File: config.mk
export PLATFORM = sky130hd
export DESIGN_NAME = sqrt_module
export DESIGN_NICKNAME = d
export VERILOG_FILES = /design/src/rtl/ecko_dsp_pkg.sv /design/src/rtl/sqrt_step.sv /design/src/rtl/sqrt_module.sv
export SDC_FILE = /design/constraint.sdc
export NUM_CORES = 1
export LEC_CHECK = 0
export BUFFER_PORTS_ARGS = -buffer_cell sky130_fd_sc_hd__buf_4
export CORE_UTILIZATION = 56
export CTS_BUF_LIST = sky130_fd_sc_hd__clkbuf_2
export CTS_CLUSTER_DIAMETER = 60
export DETAILED_ROUTE_END_ITERATION = 16
export PLACE_DENSITY = 0.75
export SKIP_LAST_GASP = 1
export SLEW_MARGIN = 0
export SYNTH_ARGS = -nofsm -noshare
export SYNTH_HDL_FRONTEND = slang
export SYNTH_HIERARCHICAL = 1
export SYNTH_SLANG_ARGS = --single-unit
File: constraint.sdc
create_clock -name clk -period 3 [get_ports clk]
set_input_delay 0.6 -clock clk [delete_from_list [all_inputs] [get_ports clk]]
set_output_delay 0.6 -clock clk [all_outputs]
set_load 0.005 [all_outputs]
File: src/rtl/ecko_dsp_pkg.sv
`default_nettype none
// +----------------------------------------------------------------------------+
// | ecko_dsp_pkg : shared constants, width helpers and FSM state type for the  |
// |                feature-extraction DSP blocks.                             |
// | Revision     : 1.0                                                         |
// +----------------------------------------------------------------------------+
package ecko_dsp_pkg;

  localparam int unsigned Q_DEFAULT   = 15;
  localparam int unsigned IN_W        = 32;
  localparam logic [15:0] Q15_SAT_MAX = 16'h7FFF;

  typedef enum logic [1:0] {
    ST_IDLE = 2'd0,
    ST_CALC = 2'd1,
    ST_DONE = 2'd2
  } sqrt_state_e;

  // Radicand holds the input shifted up by q, rounded up to an even width.
  function automatic int unsigned rad_w_f(input int unsigned q);
    return 2 * ((IN_W + q + 1) / 2);
  endfunction

  function automatic int unsigned res_w_f(input int unsigned q);
    return rad_w_f(q) / 2;
  endfunction

endpackage
`default_nettype wire

File: src/rtl/sqrt_step.sv
`default_nettype none
// +----------------------------------------------------------------------------+
// | sqrt_step : one restoring square-root iteration (two radicand bits in,    |
// |             one root bit out).                                            |
// | Revision  : 1.0                                                           |
// +----------------------------------------------------------------------------+
module sqrt_step #(
  parameter int unsigned RES_W = 24
) (
  input  logic [RES_W+1:0] rem_i,
  input  logic [RES_W-1:0] root_i,
  input  logic [1:0]       bits_i,
  output logic [RES_W+1:0] rem_o,
  output logic [RES_W-1:0] root_o
);

  localparam int unsigned EXT_W = RES_W + 4;

  logic [EXT_W-1:0] shifted_d;
  logic [EXT_W-1:0] trial_d;
  logic [RES_W+1:0] diff_d;
  logic             ge_d;

  // The shifted remainder needs two extra bits for the compare; the
  // difference always fits back into the remainder width.
  always_comb begin
    shifted_d = {rem_i, bits_i};
    trial_d   = {2'b00, root_i, 2'b01};
    ge_d      = (shifted_d >= trial_d);
    diff_d    = shifted_d[RES_W+1:0] - trial_d[RES_W+1:0];
    rem_o     = ge_d ? diff_d : shifted_d[RES_W+1:0];
    root_o    = {root_i[RES_W-2:0], ge_d};
  end

endmodule
`default_nettype wire

File: src/rtl/sqrt_module.sv
`default_nettype none
// +----------------------------------------------------------------------------+
// | sqrt_module : bit-serial Q(Q) square root, 32-bit power in, 16-bit        |
// |               saturated magnitude out, constant latency.                  |
// | Build option: define SQRT_ROUND_EN for round-to-nearest (default floor).  |
// | Revision    : 1.0                                                         |
// +----------------------------------------------------------------------------+
module sqrt_module
  import ecko_dsp_pkg::*;
#(
  parameter int unsigned Q = Q_DEFAULT
) (
  input  logic               clk,
  input  logic               rst_n,
  input  logic signed [31:0] data_in,
  input  logic               data_valid,
  output logic               in_ready,
  output logic signed [15:0] data_out,
  output logic               data_out_valid,
  output logic               neg_err,
  output logic               sat
);

  localparam int unsigned RAD_W = rad_w_f(Q);
  localparam int unsigned RES_W = res_w_f(Q);
  localparam int unsigned REM_W = RES_W + 2;
  localparam int unsigned CNT_W = $clog2(RES_W);

  sqrt_state_e      state_q;
  logic [RAD_W-1:0] rad_q;
  logic [REM_W-1:0] rem_q;
  logic [RES_W-1:0] root_q;
  logic [CNT_W-1:0] cnt_q;
  logic             neg_pend_q;
  logic             in_ready_q;
  logic [15:0]      data_out_q;
  logic             valid_q;
  logic             neg_err_q;
  logic             sat_q;

  logic [RAD_W-1:0] rad_load_d;
  logic [REM_W-1:0] step_rem_d;
  logic [RES_W-1:0] step_root_d;
  logic [RES_W:0]   final_root_d;
  logic             final_sat_d;
  logic [15:0]      final_out_d;

  always_comb begin
    rad_load_d = '0;
    if (!data_in[31]) begin
      rad_load_d = RAD_W'($unsigned(data_in)) << Q;
    end
  end

  sqrt_step #(
    .RES_W (RES_W)
  ) u_step (
    .rem_i  (rem_q),
    .root_i (root_q),
    .bits_i (rad_q[RAD_W-1 -: 2]),
    .rem_o  (step_rem_d),
    .root_o (step_root_d)
  );

  // The last step's outputs feed the result directly, so no extra cycle is spent.
  always_comb begin
    final_root_d = {1'b0, step_root_d};
`ifdef SQRT_ROUND_EN
    if (step_rem_d > REM_W'(step_root_d)) begin
      final_root_d = final_root_d + (RES_W+1)'(1);
    end
`endif
    final_sat_d = (final_root_d > (RES_W+1)'(Q15_SAT_MAX));
    final_out_d = final_sat_d ? Q15_SAT_MAX : final_root_d[15:0];
  end

  always_ff @(posedge clk or negedge rst_n) begin
    if (!rst_n) begin
      state_q    <= ST_IDLE;
      rad_q      <= '0;
      rem_q      <= '0;
      root_q     <= '0;
      cnt_q      <= '0;
      neg_pend_q <= 1'b0;
      in_ready_q <= 1'b1;
      data_out_q <= '0;
      valid_q    <= 1'b0;
      neg_err_q  <= 1'b0;
      sat_q      <= 1'b0;
    end else begin
      case (state_q)
        ST_IDLE: begin
          if (data_valid) begin
            rad_q      <= rad_load_d;
            rem_q      <= '0;
            root_q     <= '0;
            cnt_q      <= CNT_W'(RES_W - 1);
            neg_pend_q <= data_in[31];
            in_ready_q <= 1'b0;
            state_q    <= ST_CALC;
          end
        end
        ST_CALC: begin
          rad_q  <= rad_q << 2;
          rem_q  <= step_rem_d;
          root_q <= step_root_d;
          if (cnt_q == '0) begin
            data_out_q <= final_out_d;
            sat_q      <= final_sat_d;
            neg_err_q  <= neg_pend_q;
            valid_q    <= 1'b1;
            state_q    <= ST_DONE;
          end else begin
            cnt_q <= cnt_q - CNT_W'(1);
          end
        end
        ST_DONE: begin
          valid_q    <= 1'b0;
          in_ready_q <= 1'b1;
          state_q    <= ST_IDLE;
        end
        default: begin
          valid_q    <= 1'b0;
          in_ready_q <= 1'b1;
          state_q    <= ST_IDLE;
        end
      endcase
    end
  end

  assign in_ready       = in_ready_q;
  assign data_out       = $signed(data_out_q);
  assign data_out_valid = valid_q;
  assign neg_err        = neg_err_q;
  assign sat            = sat_q;

endmodule
`default_nettype wire

==> results of run 1 <==
## Yosys cell counts, drive strengths merged, types with 2 or more instances
cell       n
dfrtp    110
nand2     65
inv       59
nor2      51
buf       49
a31oi     46
a21oi     44
a22o      37
o21ai     37
nand3b    31
ha        27
mux2      23
clkbuf    16
a21o      14
xnor2     11
xor2       9
nor2b      6
nor3       6
nand3      5
o31ai      5
or3        5
a211oi     4
nand2b     4
nand4      4
o211ai     4
o21bai     4
mux2i      3
o21a       3
or2        3
or4        3
a2111oi    2
a211o      2
and2       2
nor3b      2
o22ai      2
o31a       2
## final cells by class
class	count	area, um2
Clock buffer	9	45.0
Clock inverter	7	76.3
Fill cell	915	3900
Inverter	60	238
Multi-Input combinational cell	481	3500
Sequential cell	111	2780
Tap cell	143	179
Timing Repair Buffer	106	823
Timing Repair inverter	2	25.0
## stage by stage
| stage | hold WS [ns] | cell area, um2 | TNS, ns | setup WS, ns | utilization (%) |
|---|---|---|---|---|---|
| global placement | 0.474 | 7300 | -0.0742 | -0.0597 | 63.2 |
| detailed placement | 0.472 | 7300 | -0.520 | -0.0897 | 63.2 |
| floorplan | 0.304 | 6730 | 0 | 0.0260 | - |
| global route | 0.118 | 7670 | -0.278 | -0.0348 | 66.3 |
| CTS | 0.115 | 7440 | -0.0481 | -0.0136 | 64.4 |
| finish | 0.168 | 7670 | 0 | 0.0667 | 66.3 |
## worst paths after layout
kind                                   end       start  slack, ns  cells after the start
worst max-delay path             rem_q[25]    rem_q[5]       0.07                     10
worst min-delay path             rad_q[20]  data_in[5]       0.17                      3
worst max register to register   rem_q[25]    rem_q[5]       0.07                     10
worst min register to register    in_ready    in_ready       0.53                      1
max in group asynchronous        rem_q[16]       rst_n       1.80                      3
min in group asynchronous       root_q[13]       rst_n       0.45                      2
## tightest hold or removal path: stages
cell and delay (ns):
buf_4 0.11, nand3b_1 0.06, a31oi_1 0.07
## layout by cell type, fill, tap and decap left out, drive strengths merged, types with 6 or more instances in the layout
| cell type | synthesis | final |
|---|---|---|
| nand3b | 31 | 31 |
| o21ai | 37 | 37 |
| inv | 59 | 62 |
| a21o | 14 | 14 |
| mux2 | 23 | 23 |
| dfrtp | 110 | 110 |
| ha | 27 | 27 |
| a22o | 37 | 37 |
| xnor2 | 11 | 11 |
| a21oi | 44 | 44 |
| nand2 | 65 | 65 |
| nor3 | 6 | 6 |
| nor2 | 51 | 51 |
| a31oi | 46 | 46 |
| nor2b | 6 | 6 |
| xor2 | 9 | 9 |
| buf | 49 | 105 |
| clkinv | 1 | 6 |
| clkbuf | 16 | 9 |
## logic make-up (layout without fill, tap and decap cells)
family	after synthesis	after routing
adders and majority gates	27	27
AOI/OAI and AO/OA	216	216
xor gates and xnor gates	20	20
muxes	26	26
and+or+nand+nor	192	192
buffers and inverters	125	184
DFF	111	111
## flip-flops by register name, summed over array words and instances, names as in the netlist
signal	count
neg_err	1
in_ready	1
state_q	2
data_out_valid	1
neg_pend_q	1
rad_q	33
root_q	24
sat	1
rem_q	26
cnt_q	5
data_out	16
## metal layers
metal	part of all wire, %	vias to the layer above
li1	-	2624
met1	46	2708
met2	48	142
met3	4.7	29
met4	1.6	0
met5	0	-
## what timing repair did
item	4_1_cts	5_1_grt
buffers inserted	0	5
setup endpoints to repair	20	23
resized for setup	2	28
hold buffers	1	0
endpoints found under the hold margin	48	0
cloned	0	2
pin swaps	0	7
==> flow_summary.json, run 1 <==
{
  "fin_crit_ns": 2.93,
  "wirelength_mm": 15.7,
  "fmax_mhz": 341,
  "cts_tree": "done",
  "clock_skew_ns": 0.0379,
  "yosys.area.top_type": "dfrtp_1",
  "post_drt_wl_per_cell_um": 17.1,
  "track_usage_pct": 25.4,
  "cts.sinks": 111,
  "path_cells": "ha_4 > nand4_1 > buf_4 > a211oi_4 > nor4bb_4 > o41a_1 > o41ai_4 > xor2_1 > mux2_2 > a22o_1",
  "grt_pass1_vias": 5261,
  "met1_usage_pct": 35.1,
  "synth-simple-area-share_pct": 14.6,
  "finalSetupViolations": 0,
  "synth_area_leaders": "dfrtp_1 (41%), ha_1 (5.0%), a22o_1 (4.7%)",
  "gp_congestion": 0.897,
  "seq_area_frac_synth_pct": 41.3,
  "synth-compound-area-share_pct": 21.9,
  "io_pins": 55,
  "antenna_found_initial": 0,
  "die_h_um": 112,
  "grt_max_degree": 84,
  "slew_viol_final": 0,
  "top_usage_layer": "met2",
  "cp_num_buf_inv": 1,
  "synth_top_family_by_area": "compound AO/OA/AOI/OAI gates",
  "drive_gt1_share_pct": 23.7,
  "syn-num-nets": 779,
  "synth-adder-area-share_pct": 5.02,
  "synthFlopType": "dfrtp_1",
  "max_slew_margin_pct": 39.7,
  "cp_slowest_cell": "dfrtp_1",
  "met3_usage_pct": 5.44,
  "synth-seq-cells": 111,
  "clk-insertion-delay-late_ns": 0.65,
  "hp-class": "in -> reg",
  "die_area_um2": 12500,
  "die_w_um": 112,
  "yosysTopAreaCellShare_pct": 40.9,
  "startpoint_type": "register",
  "portBuffers": 54,
  "synth_mux_area_share_pct": 5.19,
  "async_reset_ff_share_pct": 100,
  "tightest_slew_ns": 0.905,
  "cts_buffer_depth": 2,
  "grt-ovfl-total": 0,
  "numCtsBuffers": 9,
  "dp_hpwl_mm": 10.4,
  "grt_pass1_wl_mm": 25.7,
  "critical_path_required_ns": 3.59,
  "synth_cells": 717,
  "htreeDepth": 3,
  "rsz0062_at_grt": "true",
  "synth_edf_count": 0,
  "core-area_um2": 11600,
  "dr.pass1.iters": 7,
  "critPathMaxFanout": 5,
  "grtUsageMet2_pct": 40.9,
  "drc": 0,
  "viasPerCell": 5.99,
  "antenna_cells": 0,
  "criticalPathCategory": "reg -> reg",
  "synth_area_per_cell_um2": 9.39,
  "start_util_pct": 58.2,
  "dp.cells": 895,
  "maxCapViolations": 0,
  "cts.clk_slew.worst_paths_ns": 0.34,
  "status": "finished, final reports clean",
  "critPathTopFamily": "compound AO/OA/AOI/OAI gates",
  "yosysWarnings": 6,
  "ant_nets": 0,
  "max_stage_delay_ns": 0.49,
  "hold_viol": 0,
  "drt_iter0_markers": 377,
  "fin_crit_sh_pct": 97.8,
  "synth_cell_types": 67,
  "crit_arrival_ns": 3.53,
  "vias": 5503,
  "nets": 833,
  "syn-cell-area_um2": 6730,
  "critPathCaptureType": "register",
  "finalNonFillerCells": 919,
  "root_buffer": "clkbuf_2",
  "synthXorXnorAreaFrac_pct": 2.60,
  "rows": 39,
  "syn_to_final_growth_pct": 13.9
}
Power of run 1 is not shown: default switching activity piles up to over one toggle a cycle in this logic, so the estimate is an artifact.
==> run 2: changes to the inputs <==
--- a/config.mk
+++ b/config.mk
@@ -10,10 +10,9 @@
 export CTS_BUF_LIST = sky130_fd_sc_hd__clkbuf_2
 export CTS_CLUSTER_DIAMETER = 60
 export DETAILED_ROUTE_END_ITERATION = 16
-export PLACE_DENSITY = 0.75
+export PLACE_DENSITY = 0.76
 export SKIP_LAST_GASP = 1
 export SLEW_MARGIN = 0
 export SYNTH_ARGS = -nofsm -noshare
 export SYNTH_HDL_FRONTEND = slang
-export SYNTH_HIERARCHICAL = 1
 export SYNTH_SLANG_ARGS = --single-unit
==> run 2 against run 1 <==
Die area shrank 14%. Highest routed layer unchanged. Final cell count decreased by 15%. Fmax increased by 5.6%. Synthesized cell count down 17%. Critical path type unchanged. First-iteration DRC count rose by 41%. Critical path depth did not move. Non-clock buffer count is 37 lower. Flip-flop and latch count stayed put. Area after synthesis down 14%. Largest cell class is now registers. Sequential share of layout area increased by 6.3 points. Design area is 15% lower.
==> flow_summary.json, run 2 <==
{
  "syn-num-nets": 656,
  "layout_commonest_cell": "dfrtp_1",
  "yosysTopAreaCellShare_pct": 47.6,
  "final_cell_mix": "dfrtp_1 (110), nand2_1 (68), buf_4 (64)",
  "synthFlopType": "dfrtp_1",
  "nets": 705,
  "clock_skew_ns": 0.0230,
  "gp_congestion": 0.963,
  "critPathCaptureType": "register",
  "synth_cells": 593,
  "critical_path_required_ns": 3.48,
  "cts_tree": "done",
  "rsz0062_at_grt": "false",
  "core-area_um2": 9910,
  "combinationalPowerShare_pct": 60.3,
  "post-route-util_pct": 65.9,
  "startpoint_type": "register",
  "status": "finished, final reports clean",
  "cts_buffer_depth": 2,
  "p_seq_share_pct": 31.5,
  "pre_cts_slack_ns": 0.147,
  "fin_crit_sh_pct": 92.6,
  "slew_viol_final": 0,
  "syn_to_final_growth_pct": 12.9,
  "fin_crit_ns": 2.78,
  "largestRegisters": "rad_q (33), rem_q (26), root_q (24)",
  "synth_edf_count": 0,
  "grt_max_degree": 65,
  "die_w_um": 104,
  "io_pins": 55,
  "vias": 4790,
  "wirelength_mm": 12.9,
  "start_util_pct": 58.3,
  "fmax_mhz": 360,
  "power_density_nw_per_um2": 1300,
  "p_switching_mw": 3.81,
  "grt_pass1_vias": 4527,
  "finalSetupViolations": 0,
  "criticalPathCategory": "reg -> reg",
  "critPathMaxFanout": 18,
  "async_reset_ff_share_pct": 100,
  "whs_ns": 0.179,
  "post_drt_wl_per_cell_um": 16.5,
  "dp_hpwl_mm": 8.90,
  "synth_area_leaders": "dfrtp_1 (48%), ha_1 (6.1%), a222oi_1 (5.0%)",
  "yosysMostFrequentCell": "dfrtp_1",
  "grt-ovfl-total": 0,
  "yosys.area.top_type": "dfrtp_1",
  "tns_ns": 0,
  "synth_area_per_cell_um2": 9.75,
  "place_area_um2": 6360,
  "viasPerCell": 6.14,
  "max_slew_margin_pct": 36.9,
  "drive_gt1_share_pct": 15.8,
  "synthTopCellsByCount": "dfrtp_1 (110), nand2_1 (68), inv_1 (63), o21ai_0 (35), a222oi_1 (29)",
  "antenna_found_initial": 0,
  "regMostFlops": "rad_q",
  "die_h_um": 104,
  "ant_nets": 0,
  "track_usage_pct": 25.1,
  "power.total_mw": 8.47,
  "antenna_cells": 0,
  "drc": 0,
  "stdcell_area_um2": 6530,
  "finalNonFillerCells": 780,
  "portBuffers": 54,
  "root_buffer": "clkbuf_2",
  "power_leakage_nw": 3.10,
  "swShare_pct": 44.9,
  "drt_iter0_markers": 530,
  "syn-cell-area_um2": 5780,
  "synth_cell_types": 59,
  "yosysWarnings": 0,
  "cts.sinks": 111,
  "seq_area_frac_synth_pct": 48.1,
  "hp-class": "in -> reg",
  "dr.pass1.iters": 7,
  "die_area_um2": 10700,
  "internal-power_mw": 4.67,
  "crit_arrival_ns": 3.26,
  "hold_viol": 0,
  "dp.cells": 760,
  "grt_pass1_wl_mm": 22.0,
  "clk-insertion-delay-late_ns": 0.59,
  "synth-seq-cells": 111,
  "vdd_drop_max_mv": 0.493,
  "rows": 36,
  "numCtsBuffers": 9,
  "largest_reg_flops": 33,
  "cts.clk_slew.worst_paths_ns": 0.28,
  "tightest_slew_ns": 0.944,
  "power_frac_clock_pct": 8.2,
  "n_fill_cell": 809,
  "setup_ws_ns": 0.221,
  "htreeDepth": 3,
  "maxCapViolations": 0
}
## run 2: cell types whose count changed after synthesis, sizes merged, moves of 9 or more
cell	previous run	this run
a222oi	0	29
o22a	1	15
a21oi	44	28
nor2	51	18
a22o	37	4
buf	49	11
nand3b	31	0
a31oi	46	3
nand3	5	28
mux2	23	2
o311ai	1	10
nor3	6	15
## run 2: logic make-up (layout without fill, tap and decap cells)
logic type	count (synthesis)	after routing	synth area share [%]
and+or+nand+nor	155	155	12.4
buffers and inverters	94	148	6.39
xor gates and xnor gates	26	26	3.94
adders and majority gates	28	28	6.06
muxes	2	2	0.390
DFF	111	111	48.1
AOI/OAI and AO/OA	177	177	22.7
## run 2: final cells by class
cell class | count | area [um2] | area share, %
clock buffer | 12 | 60.1 | 0.920
clock inverter | 4 | 56.3 | 0.863
inverter | 63 | 236 | 3.62
multi-input combinational | 388 | 2660 | 40.7
sequential | 111 | 2780 | 42.6
tap | 133 | 166 | 2.55
timing repair buffer | 69 | 571 | 8.74
## run 2: worst max-delay path, cell delays in order, from the launching register on
cell and delay (ns):
dfrtp_1 0.44, inv_1 0.07, ha_1 0.39, nand4_1 0.18, a211oi_1 0.36, o31ai_2 0.18, a211oi_2 0.33, nor3_4 0.08
buf_4 0.16, buf_12 0.14, o311ai_0 0.35
## run 2: worst paths after layout
check	start	to	slack, ns	cells past startpoint
worst max-delay path	root_q[3]	rem_q[8]	0.22	10
worst min register to register	cnt_q[0]	cnt_q[0]	0.52	1
min in group asynchronous	rst_n	sat	0.48	2
worst min-delay path	data_valid	cnt_q[3]	0.18	2
max in group asynchronous	rst_n	root_q[22]	1.76	3
worst max register to register	root_q[3]	rem_q[8]	0.22	10
## run 2: power groups by stage
stage	Combinational (mW)	Sequential, mW	Clock (mW)
2_1_floorplan	3.83	2.57	0
3_3_place_gp	4.83	2.67	0
3_5_place_dp	4.99	2.69	0
4_1_cts	5.00	2.65	0.717
5_1_grt	5.69	2.75	0.770
6_report	5.11	2.67	0.696
## run 2: per-layer routing
metal / routed length (um) / track usage, % / vias to the layer above
met5: 0 / 0 / -
met4: 128 / 6.42 / 0
met3: 578 / 3.90 / 15
met2: 6130 / 40.0 / 130
met1: 6040 / 35.8 / 2386
li1: - / - / 2259
## run 2: timing repair
item,CTS,global route
endpoints found under the hold margin,36,0
gates resized for setup,0,1
endpoints found under the setup margin,0,14
buffers inserted,0,3
hold buffers,1,0
Note: power is estimated with default switching activity, not from simulation.
